[config.mk]
export PLATFORM = sky130hd
export DESIGN_NAME = idma_req_rr_arbiter_flat
export DESIGN_NICKNAME = d
export VERILOG_FILES = /design/src/rtl/idma_req_arb_pkg.sv /design/src/rtl/idma_req_rr_arbiter_if.sv /design/src/rtl/idma_req_arb_pending.sv /design/src/rtl/idma_req_rr_arbiter.sv /design/src/flat_wrapper.sv
export SDC_FILE = /design/constraint.sdc
export NUM_CORES = 1
export LEC_CHECK = 0
export CORE_MARGIN = 4
export CORE_UTILIZATION = 52
export CTS_CLUSTER_SIZE = 30
export DETAILED_ROUTE_END_ITERATION = 10
export GPL_ROUTABILITY_DRIVEN = 0
export PLACE_DENSITY = 0.75
export SLEW_MARGIN = 20
export SYNTH_ARGS = -nofsm -noshare
export SYNTH_HDL_FRONTEND = slang
export SYNTH_SLANG_ARGS = --single-unit
[constraint.sdc]
create_clock -name clk_i -period 4.3 [get_ports clk_i]
set_clock_uncertainty 0.05 [all_clocks]
set_input_delay 1.075 -clock clk_i [delete_from_list [all_inputs] [get_ports clk_i]]
set_output_delay 1.075 -clock clk_i [all_outputs]
set_load 0.005 [all_outputs]
[src/rtl/idma_req_arb_pkg.sv]
// Shared constants and helpers for the iDMA request round-robin arbiter.
package idma_req_arb_pkg;

  localparam int DefaultNumPorts     = 4;
  localparam int DefaultPendingDepth = 8;

  // Width of a port index (port_idx_t); never narrower than one bit.
  function automatic int idx_width(input int n);
    return (n > 1) ? $clog2(n) : 1;
  endfunction

  typedef enum logic {
    ARB_FREE   = 1'b0,
    ARB_LOCKED = 1'b1
  } arb_state_e;

endpackage

[src/rtl/idma_req_rr_arbiter_if.sv]
// Frontend and backend handshake bundle of the iDMA request arbiter.
interface idma_req_rr_arbiter_if
  import idma_req_arb_pkg::*;
#(
  parameter int  NumPorts   = DefaultNumPorts,
  parameter type idma_req_t = logic,
  parameter type idma_rsp_t = logic
);

  idma_req_t             req_i [NumPorts];
  logic [NumPorts-1:0]   req_valid_i;
  logic [NumPorts-1:0]   req_ready_o;
  idma_rsp_t             rsp_o [NumPorts];
  logic [NumPorts-1:0]   rsp_valid_o;
  logic [NumPorts-1:0]   rsp_ready_i;

  idma_req_t             idma_req_o;
  logic                  idma_req_valid_o;
  logic                  idma_req_ready_i;
  idma_rsp_t             idma_rsp_i;
  logic                  idma_rsp_valid_i;
  logic                  idma_rsp_ready_o;

  logic                  busy_o;

  modport master (
    output req_i, req_valid_i, rsp_ready_i,
    output idma_req_ready_i, idma_rsp_i, idma_rsp_valid_i,
    input  req_ready_o, rsp_o, rsp_valid_o,
    input  idma_req_o, idma_req_valid_o, idma_rsp_ready_o, busy_o
  );

  modport slave (
    input  req_i, req_valid_i, rsp_ready_i,
    input  idma_req_ready_i, idma_rsp_i, idma_rsp_valid_i,
    output req_ready_o, rsp_o, rsp_valid_o,
    output idma_req_o, idma_req_valid_o, idma_rsp_ready_o, busy_o
  );

endinterface

[src/rtl/idma_req_arb_pending.sv]
// In-order FIFO of granted port indices, used to route backend responses.
module idma_req_arb_pending
  import idma_req_arb_pkg::*;
#(
  parameter int Depth = DefaultPendingDepth,
  parameter int Width = 2
) (
  input  logic             clk_i,
  input  logic             rst_i,
  input  logic             i_push,
  input  logic [Width-1:0] i_data,
  input  logic             i_pop,
  output logic [Width-1:0] o_head,
  output logic             o_full,
  output logic             o_empty
);

  localparam int PtrW = $clog2(Depth);
  localparam logic [PtrW:0] FullCnt = Depth[PtrW:0];

  logic [PtrW-1:0]  r_wrPtr;
  logic [PtrW-1:0]  r_rdPtr;
  logic [PtrW:0]    r_count;
  logic [Width-1:0] r_mem [Depth];
  logic             w_doPush;
  logic             w_doPop;

  assign o_full   = (r_count == FullCnt);
  assign o_empty  = (r_count == '0);
  assign w_doPush = i_push & ~o_full;
  assign w_doPop  = i_pop & ~o_empty;
  assign o_head   = r_mem[r_rdPtr];

  // Pointers wrap naturally because Depth is a power of two.
  always_ff @(posedge clk_i or posedge rst_i) begin
    if (rst_i) begin
      r_wrPtr <= '0;
      r_rdPtr <= '0;
      r_count <= '0;
    end else begin
      if (w_doPush) r_wrPtr <= r_wrPtr + 1'b1;
      if (w_doPop)  r_rdPtr <= r_rdPtr + 1'b1;
      case ({w_doPush, w_doPop})
        2'b10:   r_count <= r_count + 1'b1;
        2'b01:   r_count <= r_count - 1'b1;
        default: r_count <= r_count;
      endcase
    end
  end

  always_ff @(posedge clk_i) begin
    if (w_doPush) r_mem[r_wrPtr] <= i_data;
  end

endmodule

[src/rtl/idma_req_rr_arbiter.sv]
// Round-robin arbiter sharing one iDMA backend between NumPorts frontends.
// Define IDMA_REQ_ARB_CNT_EN to add per-port completion counters (done_cnt_o).
module idma_req_rr_arbiter
  import idma_req_arb_pkg::*;
#(
  parameter int  NumPorts     = DefaultNumPorts,
  parameter int  PendingDepth = DefaultPendingDepth,
  parameter int  CntWidth     = 16,
  parameter type idma_req_t   = logic,
  parameter type idma_rsp_t   = logic
) (
  input  logic                 clk_i,
  input  logic                 rst_i,
  idma_req_rr_arbiter_if.slave bus
`ifdef IDMA_REQ_ARB_CNT_EN
  ,
  output logic [CntWidth-1:0]  done_cnt_o [NumPorts]
`endif
);

  localparam int IdxW = idx_width(NumPorts);
  typedef logic [IdxW-1:0] port_idx_t;

  if (NumPorts < 2) begin : g_badPorts
    $error("NumPorts must be at least 2");
  end
  if ((PendingDepth < 2) || ((PendingDepth & (PendingDepth - 1)) != 0)) begin : g_badDepth
    $error("PendingDepth must be a power of two");
  end
  if (CntWidth < 1) begin : g_badCnt
    $error("CntWidth must be at least 1");
  end

  arb_state_e r_lock;
  arb_state_e w_lockNext;
  port_idx_t  r_prio;
  port_idx_t  w_prioNext;
  port_idx_t  r_gnt;
  port_idx_t  w_gntNext;
  port_idx_t  w_rrIdx;
  port_idx_t  w_scanIdx;
  logic       w_rrFound;
  port_idx_t  w_gnt;
  port_idx_t  w_head;
  logic       w_full;
  logic       w_empty;
  logic       w_reqValid;
  logic       w_push;
  logic       w_pop;
  idma_req_t  w_reqSel;
  idma_rsp_t  w_rsp;

  idma_req_arb_pending #(
    .Depth (PendingDepth),
    .Width (IdxW)
  ) i_pending (
    .clk_i   (clk_i),
    .rst_i   (rst_i),
    .i_push  (w_push),
    .i_data  (w_gnt),
    .i_pop   (w_pop),
    .o_head  (w_head),
    .o_full  (w_full),
    .o_empty (w_empty)
  );

  // First valid port at or after the rotating priority pointer.
  always_comb begin
    w_rrIdx   = r_prio;
    w_rrFound = 1'b0;
    w_scanIdx = '0;
    for (int k = 0; k < NumPorts; k++) begin
      w_scanIdx = port_idx_t'((int'(r_prio) + k) % NumPorts);
      if (!w_rrFound && bus.req_valid_i[w_scanIdx]) begin
        w_rrIdx   = w_scanIdx;
        w_rrFound = 1'b1;
      end
    end
  end

  // A stalled grant stays locked so the backend sees a stable request.
  assign w_gnt      = (r_lock == ARB_LOCKED) ? r_gnt : w_rrIdx;
  assign w_reqValid = bus.req_valid_i[w_gnt] & ~w_full;
  assign w_push     = w_reqValid & bus.idma_req_ready_i;
  assign w_reqSel   = bus.req_i[w_gnt];

  always_ff @(posedge clk_i or posedge rst_i) begin
    if (rst_i) begin
      r_lock <= ARB_FREE;
      r_prio <= '0;
      r_gnt  <= '0;
    end else begin
      r_lock <= w_lockNext;
      r_prio <= w_prioNext;
      r_gnt  <= w_gntNext;
    end
  end

  always_comb begin
    w_lockNext = r_lock;
    w_gntNext  = r_gnt;
    w_prioNext = r_prio;
    case (r_lock)
      ARB_FREE: begin
        if (w_reqValid && !bus.idma_req_ready_i) begin
          w_lockNext = ARB_LOCKED;
          w_gntNext  = w_gnt;
        end
      end
      ARB_LOCKED: begin
        if (w_push) w_lockNext = ARB_FREE;
      end
      default: w_lockNext = ARB_FREE;
    endcase
    if (w_push) begin
      w_lockNext = ARB_FREE;
      w_prioNext = (w_gnt == port_idx_t'(NumPorts - 1)) ? '0 : w_gnt + 1'b1;
    end
  end

  assign w_rsp = bus.idma_rsp_i;

  // Responses are broadcast; only the FIFO head port sees valid.
  always_comb begin
    bus.req_ready_o = '0;
    bus.rsp_valid_o = '0;
    bus.req_ready_o[w_gnt]  = bus.idma_req_ready_i & ~w_full & bus.req_valid_i[w_gnt];
    bus.rsp_valid_o[w_head] = bus.idma_rsp_valid_i & ~w_empty;
    for (int k = 0; k < NumPorts; k++) begin
      bus.rsp_o[k] = w_rsp;
    end
  end

  assign bus.idma_req_o       = w_reqSel;
  assign bus.idma_req_valid_o = w_reqValid;
  assign bus.idma_rsp_ready_o = bus.rsp_ready_i[w_head] & ~w_empty;
  assign bus.busy_o           = ~w_empty;
  assign w_pop                = bus.idma_rsp_valid_i & bus.idma_rsp_ready_o;

`ifdef IDMA_REQ_ARB_CNT_EN
  logic [CntWidth-1:0] r_doneCnt [NumPorts];

  always_ff @(posedge clk_i or posedge rst_i) begin
    if (rst_i) begin
      for (int k = 0; k < NumPorts; k++) r_doneCnt[k] <= '0;
    end else if (w_pop && !w_rsp.error) begin
      r_doneCnt[w_head] <= r_doneCnt[w_head] + 1'b1;
    end
  end

  assign done_cnt_o = r_doneCnt;
`endif

  // A backend response with nothing outstanding has no owner.
  assert property (@(posedge clk_i) disable iff (rst_i) !(bus.idma_rsp_valid_i && w_empty));

endmodule

[src/flat_wrapper.sv]
// flat-port wrapper written by rule: the top's interface ports become plain ports
module idma_req_rr_arbiter_flat import idma_req_arb_pkg::*;
#(
  parameter int  NumPorts     = DefaultNumPorts,
  parameter int  PendingDepth = DefaultPendingDepth,
  parameter int  CntWidth     = 16,
  parameter type idma_req_t   = logic,
  parameter type idma_rsp_t   = logic
)
  (clk_i, rst_i, bus_req_i, bus_req_valid_i, bus_rsp_ready_i, bus_idma_req_ready_i, bus_idma_rsp_i, bus_idma_rsp_valid_i, bus_req_ready_o, bus_rsp_o, bus_rsp_valid_o, bus_idma_req_o, bus_idma_req_valid_o, bus_idma_rsp_ready_o, bus_busy_o);
  idma_req_rr_arbiter_if #(.NumPorts(NumPorts), .idma_req_t(idma_req_t), .idma_rsp_t(idma_rsp_t)) bus_i ();
  input  logic clk_i;
  input  logic rst_i;
  input wire logic [$bits(bus_i.req_i)-1:0] bus_req_i;
  input wire logic [$bits(bus_i.req_valid_i)-1:0] bus_req_valid_i;
  input wire logic [$bits(bus_i.rsp_ready_i)-1:0] bus_rsp_ready_i;
  input wire logic [$bits(bus_i.idma_req_ready_i)-1:0] bus_idma_req_ready_i;
  input wire logic [$bits(bus_i.idma_rsp_i)-1:0] bus_idma_rsp_i;
  input wire logic [$bits(bus_i.idma_rsp_valid_i)-1:0] bus_idma_rsp_valid_i;
  output wire logic [$bits(bus_i.req_ready_o)-1:0] bus_req_ready_o;
  output wire logic [$bits(bus_i.rsp_o)-1:0] bus_rsp_o;
  output wire logic [$bits(bus_i.rsp_valid_o)-1:0] bus_rsp_valid_o;
  output wire logic [$bits(bus_i.idma_req_o)-1:0] bus_idma_req_o;
  output wire logic [$bits(bus_i.idma_req_valid_o)-1:0] bus_idma_req_valid_o;
  output wire logic [$bits(bus_i.idma_rsp_ready_o)-1:0] bus_idma_rsp_ready_o;
  output wire logic [$bits(bus_i.busy_o)-1:0] bus_busy_o;
  assign bus_i.req_i = {>>{bus_req_i}};
  assign bus_i.req_valid_i = bus_req_valid_i;
  assign bus_i.rsp_ready_i = bus_rsp_ready_i;
  assign bus_i.idma_req_ready_i = bus_idma_req_ready_i;
  assign bus_i.idma_rsp_i = bus_idma_rsp_i;
  assign bus_i.idma_rsp_valid_i = bus_idma_rsp_valid_i;
  assign bus_req_ready_o = bus_i.req_ready_o;
  assign bus_rsp_o = {>>{bus_i.rsp_o}};
  assign bus_rsp_valid_o = bus_i.rsp_valid_o;
  assign bus_idma_req_o = bus_i.idma_req_o;
  assign bus_idma_req_valid_o = bus_i.idma_req_valid_o;
  assign bus_idma_rsp_ready_o = bus_i.idma_rsp_ready_o;
  assign bus_busy_o = bus_i.busy_o;
  idma_req_rr_arbiter #(.NumPorts(NumPorts), .PendingDepth(PendingDepth), .CntWidth(CntWidth), .idma_req_t(idma_req_t), .idma_rsp_t(idma_rsp_t)) u_core (.clk_i(clk_i), .rst_i(rst_i), .bus(bus_i));
endmodule
==> results.json, run 1 <==
{
  "avgSynthCellArea_um2": 11.8,
  "synth_compound_area_share_pct": 10.3,
  "hold_viol": 0,
  "peakVddDrop_mv": 0.453,
  "die_w_um": 68.1,
  "drtIter0Drc": 37,
  "vias_per_cell": 5.49,
  "place_inst": 240,
  "power_density_nw_per_um2": 736,
  "setup_violations": 0,
  "reg2reg_depth": 11,
  "antennaDiodeCount": 0,
  "layout-drive-gt1-share_pct": 24.8,
  "crit_start": "bus_req_valid_i[2]",
  "groute.layer.met1.usage_pct": 25.1,
  "drv_slew": 0,
  "vias": 1384,
  "top_usage_layer": "met2",
  "fin_crit_sh_pct": 97.6,
  "yosysUniqueCellTypes": 51,
  "cts_tree": "done",
  "arrival_ns": 3.07,
  "rr_endpoint": "u_core.i_pending.r_count[3]",
  "synth_top_family_by_area": "simple AND/OR/NAND/NOR gates",
  "routedWlPerCell_um": 15.0,
  "area_growth_pct": 25.5,
  "grt_pass1_vias": 1400,
  "htree_num_levels": 2,
  "worst_pin_slew_ns": 0.643,
  "fillers": 264,
  "cts_root_buf": "clkbuf_4",
  "io_pins": 33,
  "synth-adder-area-share_pct": 7.07,
  "initial_core_util_pct": 54.9,
  "finalCriticalPeriod_ns": 4.19,
  "timing.rr.start": "u_core.i_pending.r_rdPtr[0]",
  "die-area_um2": 4630,
  "numCtsBuffers": 5,
  "setup_tns_ns": 0,
  "crit_path_end_kind": "output port",
  "synthTopCellsByArea": "edfxtp_1 (26%), dfrtp_1 (20%), ha_1 (6.0%)",
  "synth_nets": 186,
  "cp.required_ns": 3.17,
  "synth_mux_area_share_pct": 12.2,
  "fin_area_um2": 2350,
  "synth_top_cell_by_area": "edfxtp_1",
  "ant_nets": 0,
  "hpwlAfterDp_um": 2910,
  "ys_warn_count": 0,
  "synthXorXnorAreaFrac_pct": 3.74,
  "slew_headroom_pct": 57.1,
  "ys_ff_latch": 31,
  "cp-endpoint": "bus_req_ready_o[0]",
  "hold_class": "reg -> reg",
  "ys_seq_area_share_pct": 45.6,
  "grt_use_total_pct": 19.3,
  "syn_area_um2": 1880,
  "final_net_count": 232,
  "drv_cap": 0,
  "gr-total-overflow": 0,
  "core-area_um2": 3420,
  "cts_sinks": 31,
  "use_met2_pct": 31.5,
  "routed_wl_um": 3780,
  "grt_pass1_wl_um": 6510,
  "async_flop_share_pct": 48.4,
  "clockBufferDepth": 2,
  "die_h_um": 68.1,
  "dr.pass1.iters": 4,
  "rows": 21,
  "yosysMostFrequentCell": "edfxtp_1",
  "p_leak_uw": 0.00102,
  "dp_worst_setup_slack_ns": -0.466,
  "syn_inst": 159,
  "rsz0062_at_grt": "no",
  "clk_pin_slew_ns": 0.09,
  "yosysTopAreaCellShare_pct": 25.6,
  "worstSetupPathType": "in -> out",
  "max_freq_mhz": 238,
  "port_buffers": 27,
  "synthSimpleGateAreaFrac_pct": 14.9,
  "antenna_found_initial": 0,
  "synth_ff_type": "edfxtp_1",
  "grt_use_met3_pct": 5.25,
  "setup_ws_ns": 0.105,
  "synth_edf_count": 16,
  "rrSetupSlack_ns": 0.76,
  "worstPathMaxFanout": 6,
  "insertion_delay_ns": 0.32,
  "synthTopCellsByCount": "edfxtp_1 (16), dfrtp_1 (15), inv_1 (12), ha_1 (9)",
  "drc": 0,
  "fin_cells": 252,
  "dpl_cell_area_um2": 2260,
  "grt_start_max_net_pins": 16,
  "status": "completed",
  "worstSetupStartpointType": "input port"
}
metal layers:
metal	vias up	routed length, um
met4	0	46
met5	-	0
met3	4	205
met1	669	1690
li1	668	-
met2	43	1840
flip-flops by register name, summed over array words and instances (netlist names), named ones only:
name                      cells
u_core.r_prio                 2
u_core.i_pending.r_mem       16
u_core.i_pending.r_wrPtr      3
u_core.i_pending.r_rdPtr      3
u_core.i_pending.r_count      4
u_core.r_gnt                  2
cell usage in the layout, fill, tap and decap left out, types with 2 or more instances in the layout:
master           instances
nor4_1                   4
edfxtp_1                16
clkbuf_2                 2
nand2_1                  8
clkbuf_4                 5
xor2_1                   3
ha_1                     9
o21bai_1                 2
o21ai_0                  2
a21oi_1                  4
buf_4                   20
nor2b_1                  2
o21a_1                   2
clkdlybuf4s15_1          2
mux2_1                   4
mux4_2                   4
inv_1                   12
a21oi_2                  2
nor2_1                   6
a211oi_1                 2
xnor2_1                  5
mux2i_1                  8
dlygate4sd2_1            4
and3_1                   5
nand2b_1                 4
clkdlybuf4s50_1         17
nor3_1                   4
dfrtp_1                 15
nor2b_4                  2
buf_2                    2
cells by family (layout without fill, tap and decap cells):
group | after synthesis | after routing
and+or+nand+nor | 47 | 47
buffers and inverters | 22 | 69
xor gates and xnor gates | 8 | 8
adders and majority gates | 10 | 10
muxes | 17 | 17
DFF | 31 | 31
AOI/OAI and AO/OA | 24 | 24
power by group:
| group | leakage [uW] | switching (uW) | internal, uW |
|---|---|---|---|
| Clock | 0.0000297 | 90.9 | 61.3 |
| Combinational | 0.000669 | 462 | 543 |
| Sequential | 0.000317 | 130 | 444 |
| Total | 0.00102 | 683 | 1050 |
worst min path at each step:
stage,cells past startpoint,startpoint,endpoint
2_1_floorplan,1,u_core.i_pending.r_count[3],u_core.i_pending.r_count[3]
3_3_place_gp,1,u_core.i_pending.r_count[3],u_core.i_pending.r_count[3]
3_5_place_dp,1,u_core.i_pending.r_count[3],u_core.i_pending.r_count[3]
4_1_cts,1,u_core.i_pending.r_count[3],u_core.i_pending.r_count[3]
5_1_grt,1,u_core.i_pending.r_count[3],u_core.i_pending.r_count[3]
6_report,1,u_core.i_pending.r_count[3],u_core.i_pending.r_count[3]
layout make-up:
type | instances | area [um2] | share of cell area (%)
Tap cell | 46 | 57.6 | 2.45
Multi-Input combinational cell | 106 | 935 | 39.7
Clock buffer | 6 | 41.3 | 1.75
Sequential cell | 31 | 856 | 36.4
Clock inverter | 2 | 8.76 | 0.372
Timing Repair Buffer | 48 | 407 | 17.3
Inverter | 13 | 48.8 | 2.07
through the flow:
stage          hold slack [ns]  total power [uW]  util (%)
4_1_cts                  0.486              1730      69.0
3_3_place_gp             0.453              1510      66.3
6_report                 0.477              1730      68.9
5_1_grt                  0.515              1890      68.9
2_1_floorplan            0.425              1220         -
3_5_place_dp             0.464              1560      66.3
repair_timing:
action,4_1_cts,5_1_grt
resized for setup,19,10
pin swaps,6,6
buffers inserted,4,0
cloned,0,0
hold buffers,0,0
endpoints found under the hold margin,0,0
endpoints found under the setup margin,6,5
critical path, cell delays in order:
cell and delay (ns):
buf_2 0.12, nor2b_4 0.13, o21a_1 0.20, or4_4 0.50, a311oi_4 0.30, mux2i_2 0.12, and2_4 0.19, and3_1 0.18
dlygate4sd2_1 0.26
No activity file was read; power rests on OpenSTA's default activity.
==> inputs of run 2 (changes only) <==
Settings changed: CORE_UTILIZATION 52 to 63, DONT_BUFFER_PORTS set to 1, SLEW_MARGIN 20 to not set.
==> run 2 against run 1 <==
Compared with the run above: sequential power about the same; non-clock buffer count shrank 46; combinational power decreased by 24%; register-to-register slack gained 0.02 ns; setup slack improved by 0.28 ns.
==> results.json, run 2 (same netlist as run 1, synthesis figures left out) <==
{
  "crit_path_cell_trace": "nor2b_1 -> o21a_1 -> or3_4 -> o21ai_4 -> inv_2 -> a22oi_2 -> mux2i_2 -> and2_4 -> and3_1",
  "fillers": 221,
  "layout-drive-gt1-share_pct": 16.9,
  "rrSetupSlack_ns": 0.78,
  "vias_per_cell": 6.02,
  "crit_family": "simple AND/OR/NAND/NOR gates",
  "die_h_um": 62.6,
  "largest_reg_flops": 16,
  "grt_use_total_pct": 17.9,
  "hpwlAfterDp_um": 2530,
  "vias": 1150,
  "regArea_um2": 856,
  "peakVddDrop_mv": 0.406,
  "worstSetupPathType": "in -> out",
  "power_density_nw_per_um2": 779,
  "slowest_stage": "or3_4",
  "port_buffers": 0,
  "io_pins": 33,
  "drv_cap": 0,
  "cts_tree": "done",
  "slowest_delay_ns": 0.39,
  "finalCriticalPeriod_ns": 3.92,
  "layout_common_cells": "edfxtp_1 (16), dfrtp_1 (15), inv_1 (12)",
  "rows": 19,
  "ant_nets": 0,
  "regMostFlops": "u_core.i_pending.r_mem",
  "cp.required_ns": 3.17,
  "htree_num_levels": 2,
  "multi_input_area_um2": 905,
  "clockBufferDepth": 2,
  "setup_tns_ns": 0,
  "cts_setup_buffers": 0,
  "drv_slew": 0,
  "worst_pin_slew_ns": 0.559,
  "hold_class": "reg -> reg",
  "area_growth_pct": 2.13,
  "clk_pin_slew_ns": 0.09,
  "core-area_um2": 2810,
  "antenna_found_initial": 0,
  "routed_wl_um": 3180,
  "final_net_count": 186,
  "grt_start_max_net_pins": 16,
  "cts_resized": 0,
  "fin_crit_sh_pct": 91.1,
  "drtIter0Drc": 20,
  "setup_violations": 0,
  "drc": 0,
  "status": "completed",
  "die_w_um": 62.6,
  "largestRegisters": "u_core.i_pending.r_mem x16, u_core.i_pending.r_count x4",
  "numCtsBuffers": 5,
  "insertion_delay_ns": 0.31,
  "slew_headroom_pct": 62.4,
  "dr.pass1.iters": 4,
  "dpl_cell_area_um2": 1860,
  "p_leak_uw": 0.000795,
  "die-area_um2": 3910,
  "max_freq_mhz": 255,
  "antennaDiodeCount": 0,
  "cts_hold_buf": 0,
  "fin_area_um2": 1920,
  "gr-total-overflow": 0,
  "cts_sinks": 31,
  "hold_viol": 0,
  "worstSetupStartpointType": "input port",
  "initial_core_util_pct": 66.9,
  "cts_root_buf": "clkbuf_4",
  "worstPathMaxFanout": 7,
  "rsz0062_at_grt": "no",
  "final_common_cell": "edfxtp_1",
  "arrival_ns": 2.79,
  "path_buf_inv": 1,
  "grt_pass1_wl_um": 5560,
  "crit_path_end_kind": "output port",
  "grt_pass1_vias": 1209,
  "routedWlPerCell_um": 16.7
}
[run 2: area by class of cell]
class | instances | share of cell area [%]
timing repair buffer | 2 | 0.784
tap | 31 | 2.02
sequential | 31 | 44.7
inverter | 13 | 2.55
multi-input combinational | 106 | 47.2
clock inverter | 3 | 0.784
clock buffer | 5 | 1.96
[run 2: metrics by stage]
step	hold WS (ns)	worst slack (ns)	power, uW	cells	utilization (%)
after floorplan	0.425	0.293	1220	159	-
after global placement	0.458	0.430	1320	183	66.4
after detailed placement	0.467	0.371	1350	183	66.4
after CTS	0.482	0.372	1510	191	68.3
after global routing	0.509	0.300	1620	191	68.3
final	0.479	0.382	1490	191	68.3
[run 2: worst paths after layout]
| kind | startpoint | end | depth (start not counted) |
|---|---|---|---|
| worst max-delay path | bus_req_valid_i[0] | bus_req_ready_o[2] | 9 |
| worst min-delay path | u_core.i_pending.r_count[0] | u_core.i_pending.r_count[0] | 1 |
| worst max register to register | u_core.i_pending.r_rdPtr[0] | u_core.i_pending.r_count[3] | 11 |
| worst min register to register | u_core.i_pending.r_count[0] | u_core.i_pending.r_count[0] | 1 |
| max in group asynchronous | rst_i | u_core.i_pending.r_wrPtr[1] | 1 |
| min in group asynchronous | rst_i | u_core.i_pending.r_wrPtr[2] | 1 |
[run 2: metal layers]
| metal | share of wire [%] | GRT usage, % |
|---|---|---|
| met2 | 49 | 30.1 |
| met3 | 5.0 | 5.04 |
| met1 | 45 | 21.2 |
| met4 | 0.97 | 7.99 |
| met5 | 0 | 0 |
[run 2: power by group]
part           internal (uW)  switching (uW)
Combinational            363             406
Sequential               444             128
Clock                   60.7            91.4
Total                    867             625
